--- config.mk ---
export PLATFORM = sky130hd
export DESIGN_NAME = store_packer
export DESIGN_NICKNAME = d
export VERILOG_FILES = /design/src/rtl/store_packer.sv
export SDC_FILE = /design/constraint.sdc
export NUM_CORES = 1
export LEC_CHECK = 0
export CAP_MARGIN = 20
export CORE_ASPECT_RATIO = 1.5
export CORE_UTILIZATION = 36
export CTS_CLUSTER_DIAMETER = 120
export DETAILED_ROUTE_END_ITERATION = 7
export GPL_TIMING_DRIVEN = 0
export HOLD_SLACK_MARGIN = 0.12
export PLACE_DENSITY = 0.8
export SETUP_SLACK_MARGIN = 0.3
export SYNTH_ARGS = -nofsm -noshare
export SYNTH_HDL_FRONTEND = slang
export SYNTH_SLANG_ARGS = --single-unit
--- constraint.sdc ---
create_clock -name clk -period 1.2 [get_ports clk]
set_input_delay 0.12 -clock clk [delete_from_list [all_inputs] [get_ports clk]]
set_output_delay 0.12 -clock clk [all_outputs]
set_load 0.05 [all_outputs]
--- src/rtl/store_packer.sv ---
// Store-side data-bus master: packs SB/SH/SW data into byte lanes and runs one write on the req/addr_ok/data_ok bus.
// Optional SWL/SWR support is compiled in when UNALIGNED_STORE_EN is defined.
module store_packer #(
  parameter int unsigned ADDR_W = 32
) (
  input  logic              clk,
  input  logic              rst,
  input  logic              st_valid,
  input  logic [2:0]        st_op,
  input  logic [ADDR_W-1:0] st_addr,
  input  logic [31:0]       st_data,
  input  logic              st_flush,
  output logic              st_stall,
  output logic              st_ades,
  output logic [ADDR_W-1:0] st_badvaddr,
  output logic              data_req,
  output logic              data_wr,
  output logic [1:0]        data_size,
  output logic [ADDR_W-1:0] data_addr,
  output logic [3:0]        data_wstrb,
  output logic [31:0]       data_wdata,
  input  logic              data_addr_ok,
  input  logic              data_data_ok
);

  typedef enum logic [1:0] {IDLE, REQ, WAIT} state_t;

  state_t            r_state;
  state_t            w_next;
  logic              r_req;
  logic              r_wr;
  logic [1:0]        r_size;
  logic [ADDR_W-1:0] r_addr;
  logic [3:0]        r_wstrb;
  logic [31:0]       r_wdata;

  logic              w_sb, w_sh, w_sw, w_legal, w_ades, w_accept;
  logic [1:0]        w_lo;
  logic [1:0]        w_size;
  logic [ADDR_W-1:0] w_addr;
  logic [3:0]        w_wstrb;
  logic [31:0]       w_wdata;

  assign w_lo = st_addr[1:0];
  assign w_sb = (st_op == 3'b000);
  assign w_sh = (st_op == 3'b001);
  assign w_sw = (st_op == 3'b010);

`ifdef UNALIGNED_STORE_EN
  logic w_swl, w_swr;
  assign w_swl   = (st_op == 3'b100);
  assign w_swr   = (st_op == 3'b101);
  assign w_legal = w_sb | w_sh | w_sw | w_swl | w_swr;
`else
  assign w_legal = w_sb | w_sh | w_sw;
`endif

  assign w_ades      = st_valid & ((w_sh & w_lo[0]) | (w_sw & (w_lo != 2'b00)));
  assign w_accept    = st_valid & w_legal & ~w_ades & ~st_flush;
  assign st_ades     = w_ades;
  assign st_badvaddr = w_ades ? st_addr : '0;

  always_comb begin
    w_size  = 2'd2;
    w_addr  = st_addr;
    w_wstrb = 4'b1111;
    w_wdata = st_data;
    if (w_sb) begin
      w_size  = 2'd0;
      w_wstrb = 4'b0001 << w_lo;
      w_wdata = {4{st_data[7:0]}};
    end else if (w_sh) begin
      w_size  = 2'd1;
      w_wstrb = w_lo[1] ? 4'b1100 : 4'b0011;
      w_wdata = {2{st_data[15:0]}};
    end
`ifdef UNALIGNED_STORE_EN
    // SWL writes the high bytes of rt into the low end of the word; SWR the reverse.
    else if (w_swl) begin
      w_addr = {st_addr[ADDR_W-1:2], 2'b00};
      case (w_lo)
        2'd0:    begin w_wstrb = 4'b0001; w_wdata = {24'b0, st_data[31:24]}; end
        2'd1:    begin w_wstrb = 4'b0011; w_wdata = {16'b0, st_data[31:16]}; end
        2'd2:    begin w_wstrb = 4'b0111; w_wdata = {8'b0, st_data[31:8]};   end
        default: begin w_wstrb = 4'b1111; w_wdata = st_data;                 end
      endcase
    end else if (w_swr) begin
      w_addr = {st_addr[ADDR_W-1:2], 2'b00};
      case (w_lo)
        2'd0:    begin w_wstrb = 4'b1111; w_wdata = st_data;                 end
        2'd1:    begin w_wstrb = 4'b1110; w_wdata = {st_data[23:0], 8'b0};   end
        2'd2:    begin w_wstrb = 4'b1100; w_wdata = {st_data[15:0], 16'b0};  end
        default: begin w_wstrb = 4'b1000; w_wdata = {st_data[7:0], 24'b0};   end
      endcase
    end
`endif
  end

  always_comb begin
    w_next   = r_state;
    st_stall = 1'b0;
    case (r_state)
      IDLE: begin
        st_stall = w_accept;
        if (w_accept) w_next = REQ;
      end
      REQ: begin
        // addr_ok outranks flush: once accepted by the bus the write must finish.
        if (data_addr_ok) begin
          st_stall = ~data_data_ok;
          w_next   = data_data_ok ? IDLE : WAIT;
        end else if (st_flush) begin
          w_next = IDLE;
        end else begin
          st_stall = 1'b1;
        end
      end
      WAIT: begin
        st_stall = ~data_data_ok;
        if (data_data_ok) w_next = IDLE;
      end
      default: w_next = IDLE;
    endcase
  end

  always_ff @(posedge clk) begin
    if (rst) begin
      r_state <= IDLE;
      r_req   <= 1'b0;
      r_wr    <= 1'b0;
      r_size  <= '0;
      r_addr  <= '0;
      r_wstrb <= '0;
      r_wdata <= '0;
    end else begin
      r_state <= w_next;
      r_req   <= (w_next == REQ);
      r_wr    <= (w_next == REQ);
      if ((r_state == IDLE) && w_accept) begin
        r_size  <= w_size;
        r_addr  <= w_addr;
        r_wstrb <= w_wstrb;
        r_wdata <= w_wdata;
      end
    end
  end

  assign data_req   = r_req;
  assign data_wr    = r_wr;
  assign data_size  = r_size;
  assign data_addr  = r_addr;
  assign data_wstrb = r_wstrb;
  assign data_wdata = r_wdata;

endmodule

# After elaboration in Yosys (flattened, before gate mapping)
# Index checks and enable logic that the tools add are counted.
# classes
n_reduce_logical	4
div	0
n_bitwise	12
eq_ne	5
mul	0
muxes	17
shifts	1
magnitude_cmp	0
addsub	0
# op_table
cell	n
32-bit two-way mux	3
2-bit two-way mux	7
4-bit two-way mux	3
1-bit bitwise AND	6
2-bit one-hot mux with 3 select lines	1
2-bit by 1-bit equality test with 1-bit output (second input constant)	2
1-bit by 2-bit << shifter with 4-bit output (first input constant)	1
3-bit by 1-bit equality test with 1-bit output (second input constant)	1
3-bit by 2-bit equality test with 1-bit output (second input constant)	1
3-bit zero test	1
1-bit inverter	3
1-bit bitwise OR	3
1-bit one-hot mux with 3 select lines	1
2-bit equality test (second input constant)	1
2-bit zero test	1
1-bit two-way mux	2
2-bit nonzero test	1
1-bit logical AND	1
# totals
rom_bits	0
n_memories	0
ram_bits	0
latch_bits	0
output_inout_bits	106
reg_bits	73
word_cells	45

# Longest topological paths before layout
# depth
depth_word	10
mapped_depth	7

# Worst setup path before layout
# OpenSTA, ideal clock, no wires.
# synth_timing
kind	in2out
from	input st_op[0]
to	output st_badvaddr[10]
path_buffers	3
slack_ps	-362
t_arrival_ps	1442
t_required_ps	1080
stages	6
cell_sequence	buf_6 -> xor2_1 -> a21bo_2 -> buf_4 -> clkbuf_1 -> and3_1
# synth_via
elab_chain_len	5
word_cells_on_any_way	7
classes_between	eq/ne (2); mux (1); bitwise (4)
# synth_rtl
element	line	rtl
start: declaration	9	input logic [2:0] st_op,
3-bit by 1-bit equality test with 1-bit output / 3-bit by 2-bit equality test with 1-bit output (equally long branches)	46, 47	
1-bit bitwise AND	58	assign w_ades = st_valid & ((w_sh & w_lo[0]) | (w_sw & (w_lo != 2'b00)));
1-bit bitwise OR (*)	58	
1-bit bitwise AND (*)	58	
32-bit two-way mux (*)	61	assign st_badvaddr = w_ades ? st_addr : '0;
end: declaration	15	output logic [ADDR_W-1:0] st_badvaddr,
# Every way passes the cells marked *; elsewhere a longest branch is shown, timed or not.

# Worst setup path in the final report
# layout_timing
from	register r_state[0]
to	output st_stall
# layout_via
elab_chain_len	2
word_cells_on_any_way	4
classes_between	eq/ne (2); mux (1); reduce/logical (1)
# layout_rtl
element	line	rtl
start: declaration	28	state_t r_state;
start signal: assignment	136	r_state <= w_next;
2-bit equality test, or another cell as far along	102	case (r_state)
1-bit one-hot mux with 3 select lines (*)	102	
end: declaration	13	output logic st_stall,
# Marks and branches as above.

==> results.sh <==
export IMPL_run_status="complete, but fails checks"
export IMPL_violations="negative setup slack"
export IMPL_cts_root_to_sink_buffers=2
export IMPL_cts_buffers=9
export IMPL_cts_htree_levels=3
export IMPL_synth_edff_count=0
export IMPL_ff2ff_setup_slack_ps=-490
export IMPL_synth_top_cells_by_count="74 x sky130_fd_sc_hd__a21oi_1, 73 x sky130_fd_sc_hd__dfxtp_1, 51 x sky130_fd_sc_hd__o21ai_0, 41 x sky130_fd_sc_hd__nand3_1, 33 x sky130_fd_sc_hd__and3_1"
export IMPL_gp_routability_congestion=0.928
export IMPL_top_count_cell_post_synth="sky130_fd_sc_hd__a21oi_1"
export IMPL_finalHoldViolCount=0
export IMPL_timing_rr_end="data_wdata[16]$_SDFFE_PP0P_"
export IMPL_slew_hr_pct=51.7
export IMPL_fin_worst_skew_ps=9.32
export IMPL_transition_time_at_the_pin_with_the_least_slew_margin_ps=725
export IMPL_floorplan_core_area_mm2=0.00920
export IMPL_drive_above_1_share_pct=54.5
export IMPL_grt_pass1_wl_mm=22.3
export IMPL_first_global_vias=4378
export IMPL_numPortBuffers=175
export IMPL_synth_seq_area_share_pct=43.0
export IMPL_final_fill_count=510
export IMPL_worstHoldStart="st_addr[1]"
export IMPL_grt_max_degree=13
export IMPL_routed_wirelength_mm=15.7
export IMPL_register_area_mm2=0.00156
export IMPL_synth_largest_type_area_fraction_pct=43.0
export IMPL_final_count_of_pins_violating_max_slew=0
export IMPL_clock_latency_ps=340
export IMPL_worst_r2r_cell_count=8
export IMPL_setup_slack_ps=-501
export IMPL_fin_crit_ps=1700
export IMPL_syn_nets=488
export IMPL_antenna_found_initial=0
export IMPL_end_kind="primary output"
export IMPL_max_cap_violations=0
export IMPL_timing_critical_path_required_ps=1080
export IMPL_rows=43
export IMPL_detailroute_wirelength_met2_mm=8.30
export IMPL_most_used_flip_flop_cell_after_synthesis="sky130_fd_sc_hd__dfxtp_1"
export IMPL_place_inst=702
export IMPL_setup_violations_final=105
export IMPL_cp_start_kind="flop"
export IMPL_final_setup_tns_ps=-28400
export IMPL_worstPathMaxFanout=2
export IMPL_routed_length_on_met3_mm=1.02
export IMPL_achievable_frequency_mhz=588
export IMPL_hold_path_end="data_wstrb[0]$_SDFFE_PP0P_"
export IMPL_cts_sinks=73
export IMPL_number_of_standard_cells_in_the_layout_taps_in_and_fillers_out=776
export IMPL_n_antenna_cell=0
export IMPL_crit_type="flop to primary output"
export IMPL_drt_first_pass_iters=5
export IMPL_synthToLayoutAreaGrowth_pct=119
export IMPL_synth_cell_types=30
export IMPL_rsz_0062_raised_after_global_routing="true"
export IMPL_clk_root_buffer_cell="sky130_fd_sc_hd__clkbuf_16"
export IMPL_highest_signal_layer="met4"
export IMPL_antenna_violating_nets_post_route=0
export IMPL_synthTopCellsByArea="sky130_fd_sc_hd__dfxtp_1 43%, sky130_fd_sc_hd__a21oi_1 11%, sky130_fd_sc_hd__o21ai_0 7.5%"
export IMPL_total_power_mw=7.32
export IMPL_hold_depth=4
export IMPL_remaining_drc_errors=0
export IMPL_grt_overflow_total=0
export IMPL_ys_warn_count=0
export IMPL_cts_tree="yes"
export IMPL_die_area_mm2=0.00983
export IMPL_top_level_ports=179
export IMPL_synthCells=415
export IMPL_starting_density_of_the_core_pct=36.9
export IMPL_route_layer_met1_wl_mm=5.60
export IMPL_multiInputGateArea_mm2=0.00206
export IMPL_syn_cell_area_mm2=0.00340
export IMPL_layout_nets=732
export IMPL_overall_global_routing_resource_usage_pct=30.2
export IMPL_hp_class="primary input to flop"
export IMPL_syn_mean_instance_area_um2=8.18
export IMPL_postSynth_asyncResetShare_pct=0
export IMPL_reg2reg_from="r_state[0]$_SDFF_PP0_"
export IMPL_arrival_time_at_the_worst_endpoint_ps=1580
export IMPL_cts_clk_slew_worst_paths_ps=60
export IMPL_via_density=5.72
export IMPL_power_density_mw_per_mm2=983
export IMPL_die_h_um=121
export IMPL_floorplan_die_width_um=81.3
export IMPL_hpwl_mm=9.56
export IMPL_power_leakage_nw=2.92
export IMPL_irDropWorstVdd_mv=0.958
export IMPL_wl_per_instance_um=20.3
export IMPL_synth_area_leader_cell="sky130_fd_sc_hd__dfxtp_1"
export IMPL_detailroute_via_count=4437
export IMPL_flops_latches_synth=73
export IMPL_dr_first_iter_drc_count=230
export IMPL_min_period_over_period_pct=142
-- registers in the layout (all words and copies together) (netlist names) --
name,cells
data_addr,32
data_size,2
data_wdata,32
data_wr,1
data_wstrb,4
r_state,2
-- logic make-up after synthesis --
kind of cell           Yosys count  synth area share (%)
multiplexers                    17                  5.01
XOR/XNOR                         1                 0.258
flip-flops                      73                  43.0
AND/OR/NAND/NOR                113                  17.6
AO/OA/AOI/OAI                  159                  26.8
buffers and inverters           52                  7.26
-- how the worst max path moves through the flow --
| stage | from | to | slack [ps] | depth (start not counted) |
|---|---|---|---|---|
| after floorplan | r_state[0]$_SDFF_PP0_ | st_stall | -250 | 6 |
| after global placement | st_op[1] | st_stall | -1550 | 7 |
| after detailed placement | st_op[1] | st_stall | -1560 | 7 |
| after CTS | r_state[1]$_SDFF_PP0_ | st_stall | -470 | 7 |
| after global routing | r_state[0]$_SDFF_PP0_ | st_stall | -530 | 7 |
| final | r_state[0]$_SDFF_PP0_ | st_stall | -500 | 7 |
-- critical path: stages (launching register included) --
cell	delay, ps
sky130_fd_sc_hd__dfxtp_4	350
sky130_fd_sc_hd__a21oi_4	130
sky130_fd_sc_hd__and3_4	190
sky130_fd_sc_hd__buf_6	100
sky130_fd_sc_hd__buf_6	100
sky130_fd_sc_hd__nand2_4	40
sky130_fd_sc_hd__o211ai_1	90
sky130_fd_sc_hd__buf_4	240
-- power by group --
group          internal [mW]  switching (mW)
sequential              2.50          0.0665
clock                   1.65            1.07
combinational          0.965            1.06
-- area by class of cell --
cell class / count / share of cell area [%]
clock buffer: 10 / 3.21
tap: 112 / 1.88
timing repair buffer: 234 / 39.2
buffer: 49 / 6.24
clock inverter: 6 / 0.773
sequential: 73 / 21.0
inverter: 2 / 0.101
multi-input combinational: 290 / 27.6
-- timing repair --
action,4_1_cts,5_1_grt
pin swaps,9,35
hold endpoints to repair,4,0
setup endpoints to repair,178,179
hold buffers,1,0
resized for setup,997,61
cloned,4,7
buffers inserted,27,20
-- per-layer routing --
metal,track usage (%),vias to the layer above
li1,-,2014
met1,31.2,2132
met2,52.5,234
met3,7.82,57
met4,19.2,0
met5,0,-
-- cells in the final DEF, fill, tap and decap left out, types with 2 or more instances in the layout --
cell type                         netlist  routed
sky130_fd_sc_hd__buf_2                  9       6
sky130_fd_sc_hd__nand3b_1               4       4
sky130_fd_sc_hd__buf_4                  3      41
sky130_fd_sc_hd__buf_12                 0       3
sky130_fd_sc_hd__mux2i_1               17      17
sky130_fd_sc_hd__a21oi_1               74      55
sky130_fd_sc_hd__a21oi_4                0       2
sky130_fd_sc_hd__o21ai_2                0       6
sky130_fd_sc_hd__nand2_1               25      24
sky130_fd_sc_hd__nor2_1                 3       2
sky130_fd_sc_hd__clkbuf_8               0       5
sky130_fd_sc_hd__buf_6                  3      15
sky130_fd_sc_hd__a211oi_2               0       2
sky130_fd_sc_hd__o2111ai_1              8       8
sky130_fd_sc_hd__clkbuf_1              30      16
sky130_fd_sc_hd__clkbuf_16              0      19
sky130_fd_sc_hd__buf_8                  0     115
sky130_fd_sc_hd__clkdlybuf4s50_1        0      65
sky130_fd_sc_hd__nor2_4                 1       3
sky130_fd_sc_hd__nand3_1               41      39
sky130_fd_sc_hd__o21ai_0               51      35
sky130_fd_sc_hd__and3_4                 0      33
sky130_fd_sc_hd__dfxtp_4                0       3
sky130_fd_sc_hd__a21oi_2                0      17
sky130_fd_sc_hd__clkinv_2               0       4
sky130_fd_sc_hd__a211oi_1              11       9
sky130_fd_sc_hd__dfxtp_2                0      70
sky130_fd_sc_hd__inv_1                  2       2
sky130_fd_sc_hd__a311oi_1              11      10
sky130_fd_sc_hd__clkbuf_2               5       6
sky130_fd_sc_hd__o21ai_1                0      10
-- stage by stage --
step	hold slack, ps	utilization (%)	setup WS (ps)	cell area, um2
finish	113	80.9	-501	7440
global route	130	80.9	-531	7440
CTS	102	75.4	-468	6930
detailed placement	467	60.0	-1560	5520
global placement	460	60.0	-1550	5520
floorplan	191	-	-246	3630
Power figures use the tool's default switching activity.
